**src/rtl/strip_sequencer_pkg.sv**
```systemverilog
`default_nettype none
// +--------------------------------------------------------------------+
// | strip_sequencer_pkg : color width and sequencer state encodings    |
// | Rev 1.0                                                            |
// +--------------------------------------------------------------------+
package strip_sequencer_pkg;

   localparam int COLOR_BITS = 24;

   typedef enum logic [1:0] {
      ST_IDLE   = 2'd0,
      ST_SEND   = 2'd1,
      ST_LATCH  = 2'd2,
      ST_FINISH = 2'd3
   } seq_state_t;

endpackage
`default_nettype wire

```
**src/rtl/strip_sequencer_if.sv**
```systemverilog
`default_nettype none
// +--------------------------------------------------------------------+
// | strip_sequencer_if : buffer write, frame control and pixel stream  |
// | Rev 1.0                                                            |
// +--------------------------------------------------------------------+
interface strip_sequencer_if
   import strip_sequencer_pkg::*;
#(
   parameter int ADDR_BITS = 3
);
   logic                  wr_en;
   logic [ADDR_BITS-1:0]  wr_addr;
   logic [COLOR_BITS-1:0] wr_data;
   logic                  start;
   logic                  busy;
   logic                  done;
   logic [COLOR_BITS-1:0] px_color;
   logic                  px_reset;
   logic                  px_valid;
   logic                  px_ready;

   modport slave (
      input  wr_en, wr_addr, wr_data, start, px_ready,
      output busy, done, px_color, px_reset, px_valid
   );

   modport master (
      output wr_en, wr_addr, wr_data, start, px_ready,
      input  busy, done, px_color, px_reset, px_valid
   );
endinterface
`default_nettype wire

```
**src/rtl/strip_sequencer_pixel_buffer.sv**
```systemverilog
`default_nettype none
// +--------------------------------------------------------------------+
// | pixel_buffer : NUM_PIXELS x COLOR_BITS register file, 1W / 1R comb |
// | Rev 1.0                                                            |
// +--------------------------------------------------------------------+
module pixel_buffer
   import strip_sequencer_pkg::*;
#(
   parameter int NUM_PIXELS = 8,
   parameter int ADDR_BITS  = 3
)(
   input  logic                  clk,
   input  logic                  reset_n,
   input  logic                  wr_en,
   input  logic [ADDR_BITS-1:0]  wr_addr,
   input  logic [COLOR_BITS-1:0] wr_data,
   input  logic [ADDR_BITS-1:0]  rd_addr,
   output logic [COLOR_BITS-1:0] rd_data
);
   logic [COLOR_BITS-1:0] r_mem [NUM_PIXELS];
   logic                  w_wr_in_range;

   // Only a partially populated address space needs an explicit range check.
   generate
      if ((1 << ADDR_BITS) == NUM_PIXELS) begin : g_full_range
         assign w_wr_in_range = 1'b1;
      end else begin : g_partial_range
         assign w_wr_in_range = (int'(wr_addr) < NUM_PIXELS);
      end
   endgenerate

   always_ff @(posedge clk or negedge reset_n) begin
      if (!reset_n) begin
         for (int i = 0; i < NUM_PIXELS; i++) begin
            r_mem[i] <= '0;
         end
      end else if (wr_en && w_wr_in_range) begin
         r_mem[wr_addr] <= wr_data;
      end
   end

   assign rd_data = r_mem[rd_addr];

endmodule
`default_nettype wire

```
**src/rtl/strip_sequencer.sv**
```systemverilog
`default_nettype none
// +--------------------------------------------------------------------+
// | strip_sequencer : streams the pixel buffer, then a latch word      |
// | Rev 1.0                                                            |
// +--------------------------------------------------------------------+
module strip_sequencer
   import strip_sequencer_pkg::*;
#(
   parameter int NUM_PIXELS = 8,
   parameter int ADDR_BITS  = 3
)(
   input  logic              clk,
   input  logic              reset_n,
   strip_sequencer_if.slave  bus
);
   localparam logic [ADDR_BITS-1:0] c_last_index = ADDR_BITS'(NUM_PIXELS - 1);

   seq_state_t            r_state;
   seq_state_t            w_state_next;
   logic [ADDR_BITS-1:0]  r_index;
   logic [ADDR_BITS-1:0]  w_index_next;
   logic [COLOR_BITS-1:0] w_rd_data;
   logic                  w_busy;
   logic                  w_done;
   logic                  w_px_valid;
   logic                  w_px_reset;
   logic [COLOR_BITS-1:0] w_px_color;

   pixel_buffer #(
      .NUM_PIXELS (NUM_PIXELS),
      .ADDR_BITS  (ADDR_BITS)
   ) u_buffer (
      .clk     (clk),
      .reset_n (reset_n),
      .wr_en   (bus.wr_en && !w_busy),
      .wr_addr (bus.wr_addr),
      .wr_data (bus.wr_data),
      .rd_addr (r_index),
      .rd_data (w_rd_data)
   );

   always_ff @(posedge clk or negedge reset_n) begin
      if (!reset_n) begin
         r_state <= ST_IDLE;
         r_index <= '0;
      end else begin
         r_state <= w_state_next;
         r_index <= w_index_next;
      end
   end

   // Outputs decode from state only; the buffer is frozen while busy, so the
   // presented word stays stable across stalls without extra registers.
   always_comb begin
      w_state_next = r_state;
      w_index_next = r_index;
      w_busy       = 1'b1;
      w_done       = 1'b0;
      w_px_valid   = 1'b0;
      w_px_reset   = 1'b0;
      w_px_color   = '0;
      case (r_state)
         ST_IDLE: begin
            w_busy = 1'b0;
            if (bus.start) begin
               w_state_next = ST_SEND;
               w_index_next = '0;
            end
         end
         ST_SEND: begin
            w_px_valid = 1'b1;
            w_px_color = w_rd_data;
            if (bus.px_ready) begin
               if (r_index == c_last_index) begin
                  w_state_next = ST_LATCH;
               end else begin
                  w_index_next = r_index + 1'b1;
               end
            end
         end
         ST_LATCH: begin
            w_px_valid = 1'b1;
            w_px_reset = 1'b1;
            if (bus.px_ready) begin
               w_state_next = ST_FINISH;
            end
         end
         ST_FINISH: begin
            w_done       = 1'b1;
            w_state_next = ST_IDLE;
         end
         default: begin
            w_state_next = ST_IDLE;
         end
      endcase
   end

   assign bus.busy     = w_busy;
   assign bus.done     = w_done;
   assign bus.px_valid = w_px_valid;
   assign bus.px_reset = w_px_reset;
   assign bus.px_color = w_px_color;

endmodule
`default_nettype wire

```
**src/flat_wrapper.sv**
```systemverilog
// flat-port wrapper written by rule: the top's interface ports become plain ports
module strip_sequencer_flat import strip_sequencer_pkg::*;
#(
   parameter int NUM_PIXELS = 8,
   parameter int ADDR_BITS  = 3
)
  (clk, reset_n, bus_wr_en, bus_wr_addr, bus_wr_data, bus_start, bus_px_ready, bus_busy, bus_done, bus_px_color, bus_px_reset, bus_px_valid);
  strip_sequencer_if #(.ADDR_BITS(ADDR_BITS)) bus_i ();
  input  logic clk;
  input  logic reset_n;
  input wire logic [$bits(bus_i.wr_en)-1:0] bus_wr_en;
  input wire logic [$bits(bus_i.wr_addr)-1:0] bus_wr_addr;
  input wire logic [$bits(bus_i.wr_data)-1:0] bus_wr_data;
  input wire logic [$bits(bus_i.start)-1:0] bus_start;
  input wire logic [$bits(bus_i.px_ready)-1:0] bus_px_ready;
  output wire logic [$bits(bus_i.busy)-1:0] bus_busy;
  output wire logic [$bits(bus_i.done)-1:0] bus_done;
  output wire logic [$bits(bus_i.px_color)-1:0] bus_px_color;
  output wire logic [$bits(bus_i.px_reset)-1:0] bus_px_reset;
  output wire logic [$bits(bus_i.px_valid)-1:0] bus_px_valid;
  assign bus_i.wr_en = bus_wr_en;
  assign bus_i.wr_addr = bus_wr_addr;
  assign bus_i.wr_data = bus_wr_data;
  assign bus_i.start = bus_start;
  assign bus_i.px_ready = bus_px_ready;
  assign bus_busy = bus_i.busy;
  assign bus_done = bus_i.done;
  assign bus_px_color = bus_i.px_color;
  assign bus_px_reset = bus_i.px_reset;
  assign bus_px_valid = bus_i.px_valid;
  strip_sequencer #(.NUM_PIXELS(NUM_PIXELS), .ADDR_BITS(ADDR_BITS)) u_core (.clk(clk), .reset_n(reset_n), .bus(bus_i));
endmodule
```
**config.mk**
```make
export PLATFORM = sky130hd
export DESIGN_NAME = strip_sequencer_flat
export DESIGN_NICKNAME = d
export VERILOG_FILES = /design/src/rtl/strip_sequencer_pkg.sv /design/src/rtl/strip_sequencer_if.sv /design/src/rtl/strip_sequencer_pixel_buffer.sv /design/src/rtl/strip_sequencer.sv /design/src/flat_wrapper.sv
export SDC_FILE = /design/constraint.sdc
export NUM_CORES = 1
export LEC_CHECK = 0
export ABC_AREA = 1
export ABC_CLOCK_PERIOD_IN_PS = 1400
export BUFFER_PORTS_ARGS = -buffer_cell sky130_fd_sc_hd__clkbuf_2
export CORE_AREA = 2 2 162 164
export DETAILED_ROUTE_END_ITERATION = 7
export DIE_AREA = 0 0 164 166
export HOLD_SLACK_MARGIN = 0.03
export PLACE_DENSITY = 0.67
export SYNTH_ARGS = -nofsm -noshare
export SYNTH_HDL_FRONTEND = slang
export SYNTH_SLANG_ARGS = --single-unit
```
**constraint.sdc**
```tcl
create_clock -name clk -period 1.4 [get_ports clk]
set_input_delay 0.07 -clock clk [delete_from_list [all_inputs] [get_ports clk]]
set_output_delay 0.07 -clock clk [all_outputs]
set_load 0.03 [all_outputs]
```
## Yosys cells after proc, flatten, opt, wreduce, memory -nomap -nowiden

Index checks and enable logic that the tools add are counted.

- Add/sub/neg operators: 1
- $mul: 0
- Div/mod/pow operators: 0
- Order comparisons: 3
- Equal/unequal tests: 9
- Shift operators: 0
- Muxes and demuxes: 20
- Bitwise logic cells: 2
- Reduce and logical (&&, ||, !) cells: 7

Operators with widths:

| cell | count |
|---|---|
| $bwmux W192 | 1 |
| $mux W24 | 4 |
| $bmux W24 S3 | 1 |
| $demux W24 S3 | 1 |
| $mux W3 | 3 |
| $ge A4 B4 Y1 const B | 2 |
| $mux W2 | 4 |
| $ne A2 B2 Y1 const B | 4 |
| $not A3 Y4 | 2 |
| $pmux W2 S4 | 1 |
| $reduce_and A4 Y1 | 2 |
| $pmux W3 S2 | 1 |
| $eq A2 B2 Y1 const B | 2 |
| $lt A4 B1 Y1 const B | 1 |
| $mux W1 | 4 |
| $add A3 B1 Y3 const B | 1 |
| $eq A3 B3 Y1 const B | 1 |
| $eq A2 B1 Y1 const B | 1 |
| $logic_and A1 B1 Y1 | 2 |
| $logic_not A2 Y1 | 1 |
| $ne A2 B1 Y1 const B | 1 |
| $reduce_bool A2 Y1 | 1 |
| $reduce_or A2 Y1 | 1 |

- Register bits: 197
- Bits in latches: 0
- RAM bits: 0
- ROM bits: 0
- Output and inout port bits: 28
- Memories: 0

## Longest topological paths before layout

Gate-level depths: netlist (run 1).

- Word-level depth: 6
- Depth in mapped cells: 9

## Modules after synthesis

Synthesis (run 1) repeated with hierarchy kept, for this count alone.

- Cells, all modules: 1,401
- Area, all modules: 10,116.0 um^2

By module, submodules not included:

| module | instances | cells each | area each (um^2) | seq. area each (um^2) |
|---|---|---|---|---|
| pixel_buffer | 1 | 1,296 | 9,511.6 | 4,804.6 |
| strip_sequencer | 1 | 105 | 604.3 | 125.1 |

## Worst setup path after synthesis (run 1)

Ideal clock, no wire load.

- Path kind: reg2out
- Start: register u_core.r_state[1]
- End: output port bus_px_color[0]
- Data arrival time: 1.626 ns
- Required time: 1.330 ns
- Path slack: -0.296 ns
- Stages on the path, launching flop included: 7
- Path buffers: 2
- Cells stage by stage: dfrtp_1 -> inv_1 -> ha_1 -> clkbuf_1 -> buf_1 -> nand2_1 -> nor2_1

- Longest elaborated chain between the ends: 2

Ends and longest elaborated chain:

| what | RTL line | source |
|---|---|---|
| start: declaration | strip_sequencer.sv:18 | `seq_state_t r_state;` |
| start signal: assignment | strip_sequencer.sv:47 | `r_state <= w_state_next;` |
| $eq A2 B1 Y1 | strip_sequencer.sv:62 | `case (r_state)` |
| $mux W24 | strip_sequencer.sv:62 |  |
| end: declaration | flat_wrapper.sv:18 | `output wire logic [$bits(bus_i.px_color)-1:0] bus_px_color;` |

Every way passes these cells.

## Worst setup path in the final report (run 1)

- Start: register u_core.r_index[0]
- End: output port bus_px_color[16]

- Longest elaborated chain between the ends: 5

Ends and longest elaborated chain:

| what | RTL line | source |
|---|---|---|
| start: declaration | strip_sequencer.sv:20 | `logic [ADDR_BITS-1:0] r_index;` |
| start signal: assignment | strip_sequencer.sv:48 | `r_index <= w_index_next;` |
| $not A3 Y4 (implied by the code) | strip_sequencer_pixel_buffer.sv:42 | `assign rd_data = r_mem[rd_addr];` |
| $bmux W24 S3 | strip_sequencer_pixel_buffer.sv:42 |  |
| $mux W24 (implied by the code) (2 in a row) | strip_sequencer_pixel_buffer.sv:42 |  |
| $mux W24 | strip_sequencer.sv:62 |  |

Every way passes these cells. The select of a mux whose other input is x is not followed.

==> metrics.cfg, run 1 <==
[synthesis]
synthTopCellsByArea=dfrtp_1 49%, nand2_1 17%, inv_1 8.5%
synth_ff_type=dfrtp_1
synth.distinct_cells=20
syn_avg_cell_area_sq_um=7.501
synthCells=1344
syn-cell-area_sq_um=10080
synth_nets=1384
synthArstFlopShare_pct=100.0
synth_seq_area_share_pct=48.90
yosys_warnings=0
synth-seq-cells=197
synth_top_area_share_pct=48.90
yosysMostFrequentCell=nand2_1
yosysTopAreaCell=dfrtp_1
synth-edff-count=0
synth_common_cells=445 x nand2_1, 228 x inv_1, 197 x dfrtp_1

[worst_setup_path]
worst_setup_path_start_kind=register
cp-end-kind=primary output
cp_cell_sequence=buf_12, buf_12, nand2_1, nand3_2, nand3_2, nand2_2, nor2_4, buf_8
slowest_stage=dfrtp_2
crit_start=u_core.r_index[0]$_DFFE_PN0P_
worst_path_largest_cell_delay_ns=0.49
arrival_ns=1.98
required_ns=1.33
rr_startpoint=u_core.r_state[0]$_DFFE_PN0P_
path_class=reg2out
cp_max_fo=14

[floorplanning]
fp.dieH_microns=166
die_x_microns=164
row_count=59
core_sq_um=25620
initial_utilization_pct=39.35
io_pins=60
die_area_sq_um=27220

[global_route]
antenna_found_initial=0
grt_remaining_overflow=0
track_usage_pct=23.38
grt_pass1_wl_microns=49020
grt_max_degree=58
grt_pass1_vias=8734

[sta]
setup_viol=225
rsz0062_at_grt=true
setup_tns_ns=-80.10
fmax_ghz=0.4884
timing_hold_violations_final=0
fin_ws_ns=-0.6474
period_share_pct=146.2
worst_pin_slew_ns=0.7064
relSlewSlack_pct=52.73
fin_skew_ns=0.01737
min_period_ns=2.047
slew_viol_final=0

[clocking]
cts.sinks=197
ctsRootBufferMaster=clkbuf_16
cts_tree=done
clock_path_buffers=2
clkTransAtPathRegs_ns=0.08
numCtsBuffers=17
clk_latency_ns=0.46
htree_num_levels=4

[placement]
hpwl_microns=15270
dp.cells=1712
post-place-ws_ns=-0.1468
gp_congestion=0.7570
io_buffers=59

[run]
cap_violations=0

[final_layout]
finalNonFillerCells=1829
drive_gt1_share_pct=43.31
area_growth_pct=53.54
nets=1521
diodes=0

[power]
leakage_nw=7.391
p_per_area_nw_per_um2=2046
irDropWorstVdd_uv=887.8

[run_status]
violations=negative setup slack
status=finished with violations

[drt]
dr.pass1.iters=6
routed_wl_microns=40510
wl_per_cell_microns=22.15
drc=0
first_iter_violations=1181
ant_nets=0
via_count=10200
vias_per_cell=5.576

[worst_hold_path]
min_from=bus_wr_data[0]
hold_path_class=in2reg

## worst paths after layout
kind                                                          end  slack [ns]  depth (start not counted)
setup reg to reg           u_core.u_buffer.r_mem[167]$_DFFE_PN0P_       -0.45                         11
min in group asynchronous  u_core.u_buffer.r_mem[131]$_DFFE_PN0P_        0.13                          2
setup / recovery                                 bus_px_color[16]       -0.65                          8
hold / removal              u_core.u_buffer.r_mem[96]$_DFFE_PN0P_        0.06                          3
max in group asynchronous   u_core.u_buffer.r_mem[32]$_DFFE_PN0P_        0.57                          3
hold reg to reg            u_core.u_buffer.r_mem[142]$_DFFE_PN0P_        0.49                          2
## layout make-up
type	instances	area, sq um
Timing Repair Buffer	198	2903
Inverter	229	870.8
Clock inverter	15	141.4
Clock buffer	17	425.4
Tap cell	335	419.2
Sequential cell	197	4933
Multi-Input combinational cell	838	5786
Fill cell	1921	10140
## cell families (layout without fill, tap and decap cells)
kind of cell    after synthesis  in the layout  synth area share [%]
buf+inv                     309            459                 14.04
simple gates                630            630                 25.34
flops                       197            197                 48.90
compound gates              200            200                 10.72
fa+ha+maj                     8              8                0.9930
## stage by stage
step	total power (W)	utilization [%]	hold WS (ns)	area, sq um
3_5_place_dp	0.02040	43.52	0.05164	11150
5_1_grt	0.03331	60.43	0.07005	15480
3_3_place_gp	0.02009	43.52	0.05119	11150
6_report	0.03167	60.43	0.05817	15480
2_1_floorplan	0.01739	-	-0.2256	10260
4_1_cts	0.02701	51.70	0.03590	13240
## power breakdown
group	internal, W	leakage (nW)	switching, W
Combinational	0.00715	4.61	0.00911
Clock	0.00236	0.278	0.00253
Sequential	0.00808	2.50	0.00244
## cells in the final DEF (no fill, tap or decap), types with 13 or more instances in the layout
cell type	n
buf_6	33
nand2_4	122
buf_12	32
nand3_1	102
buf_16	21
clkbuf_16	38
buf_8	13
dlygate4sd3_1	16
clkbuf_2	30
o21ai_2	129
nor2_1	13
nor2_2	17
buf_4	24
o21ai_1	66
nand2_1	230
inv_1	222
nor2_4	25
nand2_2	93
nand3_2	18
dfrtp_1	194
## timing repair
item                       in CTS  in global routing
hold buffers                   16                  0
hold endpoints to repair      279                  0
setup endpoints to repair     222                225
buffers inserted               15                 10
cloned                         23                 29
resized for setup             206                476
pin swaps                       6                 23
## state kept, by name, summed over array words and instances (netlist names)
register	flops
u_core.r_state	2
u_core.u_buffer.r_mem	192
u_core.r_index	3
## critical path, delay by kind of cell, from the launching register on
family | cells | cell delay [ns]
flops | 1 | 0.49
buf+inv | 3 | 0.46
simple gates | 5 | 0.56
## routing by layer
layer  GRT usage, %  vias up  part of all wire [%]
met2          36.57      676                    46
met4          8.162        0                   6.6
met5              0        -                     0
li1               -     4425                     -
met1          32.34     4868                    37
met3          4.645      229                    11
(Power assumes the default switching activity.)
==> run 2, diff against run 1 <==
Settings changed: ABC_AREA 1 to default, BUFFER_PORTS_ARGS -buffer_cell sky130_fd_sc_hd__clkbuf_2 to default, CORE_AREA 2 2 162 164 to 2 2 155 157, DIE_AREA 0 0 164 166 to 0 0 157 159, DONT_BUFFER_PORTS from default to 1, GPL_ROUTABILITY_DRIVEN from default to 0, PLACE_DENSITY 0.67 to 0.65.
==> metrics.cfg, run 2 <==
[global_route]
grt_max_degree=198  ; +240%
antenna_found_initial=1  ; +1
grt_pass1_wl_microns=37940  ; -23%
grt_remaining_overflow=0  ; unchanged
track_usage_pct=20.17  ; -3.2 points
grt_pass1_vias=6203  ; -29%

[synthesis]
yosysMostFrequentCell=dfrtp_1
synth-edff-count=0  ; unchanged
yosys_warnings=0  ; unchanged
synth_top_family_by_area=multiplexers
synthTopCellsByArea=dfrtp_1 54%, mux2_2 19%, mux4_2 12%
synth_top_area_share_pct=53.84  ; +4.9 points
synth_seq_area_share_pct=53.84  ; +4.9 points
yosysTopAreaCell=dfrtp_1
synth-simple-area-share_pct=2.227  ; -23 points
synth-xor-area-share_pct=0  ; unchanged
synthArstFlopShare_pct=100.0  ; unchanged
synthMuxAreaShare_pct=40.15  ; +40 points
synthAdderAreaFrac_pct=1.093  ; +0.10 points
synth_compound_area_share_pct=0.2870  ; -10 points
syn_avg_cell_area_sq_um=16.18  ; +120%
synth-seq-cells=197  ; unchanged
syn-cell-area_sq_um=9156  ; -9.2%
synthCells=566  ; -58%
synth_nets=606  ; -56%
synth.distinct_cells=23  ; +15%
synth_common_cells=197 x dfrtp_1, 154 x mux2_2, 48 x mux4_2
synth_ff_type=dfrtp_1

[clocking]
hold_buffers=26  ; +10
numCtsBuffers=17  ; unchanged
htree_num_levels=4  ; unchanged
cts.sinks=197  ; unchanged
cts_tree=done
clk_latency_ns=0.43  ; -0.03 ns
ctsRootBufferMaster=clkbuf_16
clkTransAtPathRegs_ns=0.07  ; about the same
clock_path_buffers=2  ; unchanged

[sta]
min_period_ns=2.182  ; +0.1342 ns
worst_pin_slew_ns=0.4428  ; -0.2636 ns
relSlewSlack_pct=70.48  ; +18 points
period_share_pct=155.8  ; +9.6 points
setup_viol=222  ; -1.3%
rsz0062_at_grt=true
fin_skew_ns=0.01030  ; -0.007065 ns
setup_tns_ns=-85.97  ; -5.870 ns
timing_hold_violations_final=197  ; +197
fin_ws_ns=-0.7816  ; -0.1342 ns
slew_viol_final=0  ; unchanged
whs_ns=-0.6651  ; -0.7233 ns
fmax_ghz=0.4584  ; -6.2%

[final_layout]
reg.largest.list=u_core.u_buffer.r_mem: 192 flops, u_core.r_index: 3 flops, u_core.r_state: 2 flops
layout_commonest_cell=dfrtp_1
drive_gt1_share_pct=60.72  ; +17 points
largest_register_ffs=192  ; unchanged
layout_common_cells=195 x dfrtp_1, 184 x mux2_4, 48 x mux4_2
area_growth_pct=35.90
nets=717  ; -53%
regMostFlops=u_core.u_buffer.r_mem

[placement]
hpwl_microns=12890  ; -16%
io_buffers=0  ; -100%
post-place-ws_ns=-0.4117  ; -0.2649 ns

[floorplanning]
row_count=56  ; -5.1%
die_area_sq_um=24960  ; -8.3%
initial_utilization_pct=39.48  ; +0.13 points
fp.dieH_microns=159  ; -4.2%
core_sq_um=23190  ; -9.5%
io_pins=60  ; unchanged
die_x_microns=157  ; -4.3%

[power]
leakage_nw=5.500  ; -26%
p_per_area_nw_per_um2=1914  ; -6.5%
irDropWorstVdd_uv=868.7  ; -2.2%

[drt]
ant_nets=0  ; unchanged
drc=0  ; unchanged
wl_per_cell_microns=23.87  ; +7.8%
first_iter_violations=308  ; -74%
via_count=5456  ; -46%
dr.pass1.iters=4  ; -2
vias_per_cell=5.402  ; -3.1%
routed_wl_microns=24110  ; -40%

[worst_setup_path]
worst_setup_path_start_kind=register
required_ns=1.33  ; about the same
cp_max_fo=7  ; -7
cp_num_buf_inv=3  ; unchanged
crit_top_cell=buf_12
worst_path_largest_cell_delay_ns=0.49  ; about the same
cp-end-kind=primary output
cp_cell_sequence=buf_12, buf_4, buf_12, mux4_2, mux2i_4, nor2_4
slowest_stage=dfrtp_4
arrival_ns=2.11  ; +0.13 ns
path_class=reg2out
cp_top_family=multiplexers

[run]
cap_violations=0  ; unchanged

[worst_hold_path]
hold_path_class=in2async

[run_status]
violations=negative hold slack, negative setup slack
status=finished with violations

[run 2: changes by cell type in the layout (fill, tap and decap cells not counted), sizes merged, moves of 10 or more]
cell and delta:
nand2 -448, inv -229, o21ai -198, mux2 +194, nand3 -119, mux4 +48, clkbuf -47, buf -27
mux2i +26, nor2 -23, dlygate4sd3 +10
[run 2: cell type report]
cell class | instances | area, sq um
clock inverters | 7 | 72.57
diodes | 1 | 2.502
clock buffers | 25 | 475.5
inverters | 7 | 30.03
fillers | 1759 | 10750
multi-input cells | 328 | 4827
well taps | 319 | 399.1
flip-flops and latches | 197 | 4935
repair buffers | 126 | 1702
[run 2: path summary, 6_finish.rpt]
check                                                          to  slack (ns)  cells after the start                                   from
setup / recovery                                 bus_px_color[14]       -0.78                      6          u_core.r_index[1]$_DFFE_PN0P_
hold / removal             u_core.u_buffer.r_mem[166]$_DFFE_PN0P_       -0.67                      0                                reset_n
setup reg to reg                    u_core.r_state[1]$_DFFE_PN0P_       -0.47                      8          u_core.r_index[1]$_DFFE_PN0P_
hold reg to reg             u_core.u_buffer.r_mem[56]$_DFFE_PN0P_        0.51                      1  u_core.u_buffer.r_mem[56]$_DFFE_PN0P_
max in group asynchronous  u_core.u_buffer.r_mem[182]$_DFFE_PN0P_        1.85                      0                                reset_n
min in group clk                    u_core.r_index[0]$_DFFE_PN0P_        0.04                      4                           bus_px_ready
[run 2: repair_timing]
item,in CTS,in global routing
resized for setup,228,53
pin swaps,8,10
gates cloned,14,3
hold endpoints to repair,391,197
buffers inserted,24,16
endpoints found under the setup margin,223,223
[run 2: kinds of logic after synthesis]
family	after synthesis
flops	197
mux	268
compound gates	4
simple gates	48
fa+ha+maj	8
buf+inv	41
[run 2: power breakdown]
part / internal (W) / switching [W] / total [W]
Clock: 0.00255 / 0.00210 / 0.00465
Sequential: 0.00816 / 0.00143 / 0.00959
Combinational: 0.00598 / 0.00359 / 0.00957
[run 2: per-stage QoR]
step	total power [W]	std cells	cell area, sq um	util (%)	hold slack (ns)
final	0.02381	1010	12440	53.65	-0.6651
after floorplan	0.01484	566	9346	-	-0.2256
after global placement	0.01641	912	10100	43.54	-0.2144
after detailed placement	0.01692	912	10100	43.54	-0.2161
after CTS	0.02341	1007	12310	53.10	-0.6769
after global routing	0.02498	1010	12440	53.65	-0.6884
[run 2: routing by layer]
metal / up-vias / routed length, microns / global-route usage, %
li1: 2298 / - / -
met2: 142 / 12220 / 33.47
met5: - / 0 / 0
met3: 21 / 1200 / 4.110
met1: 2995 / 10370 / 27.04
met4: 0 / 313 / 5.338
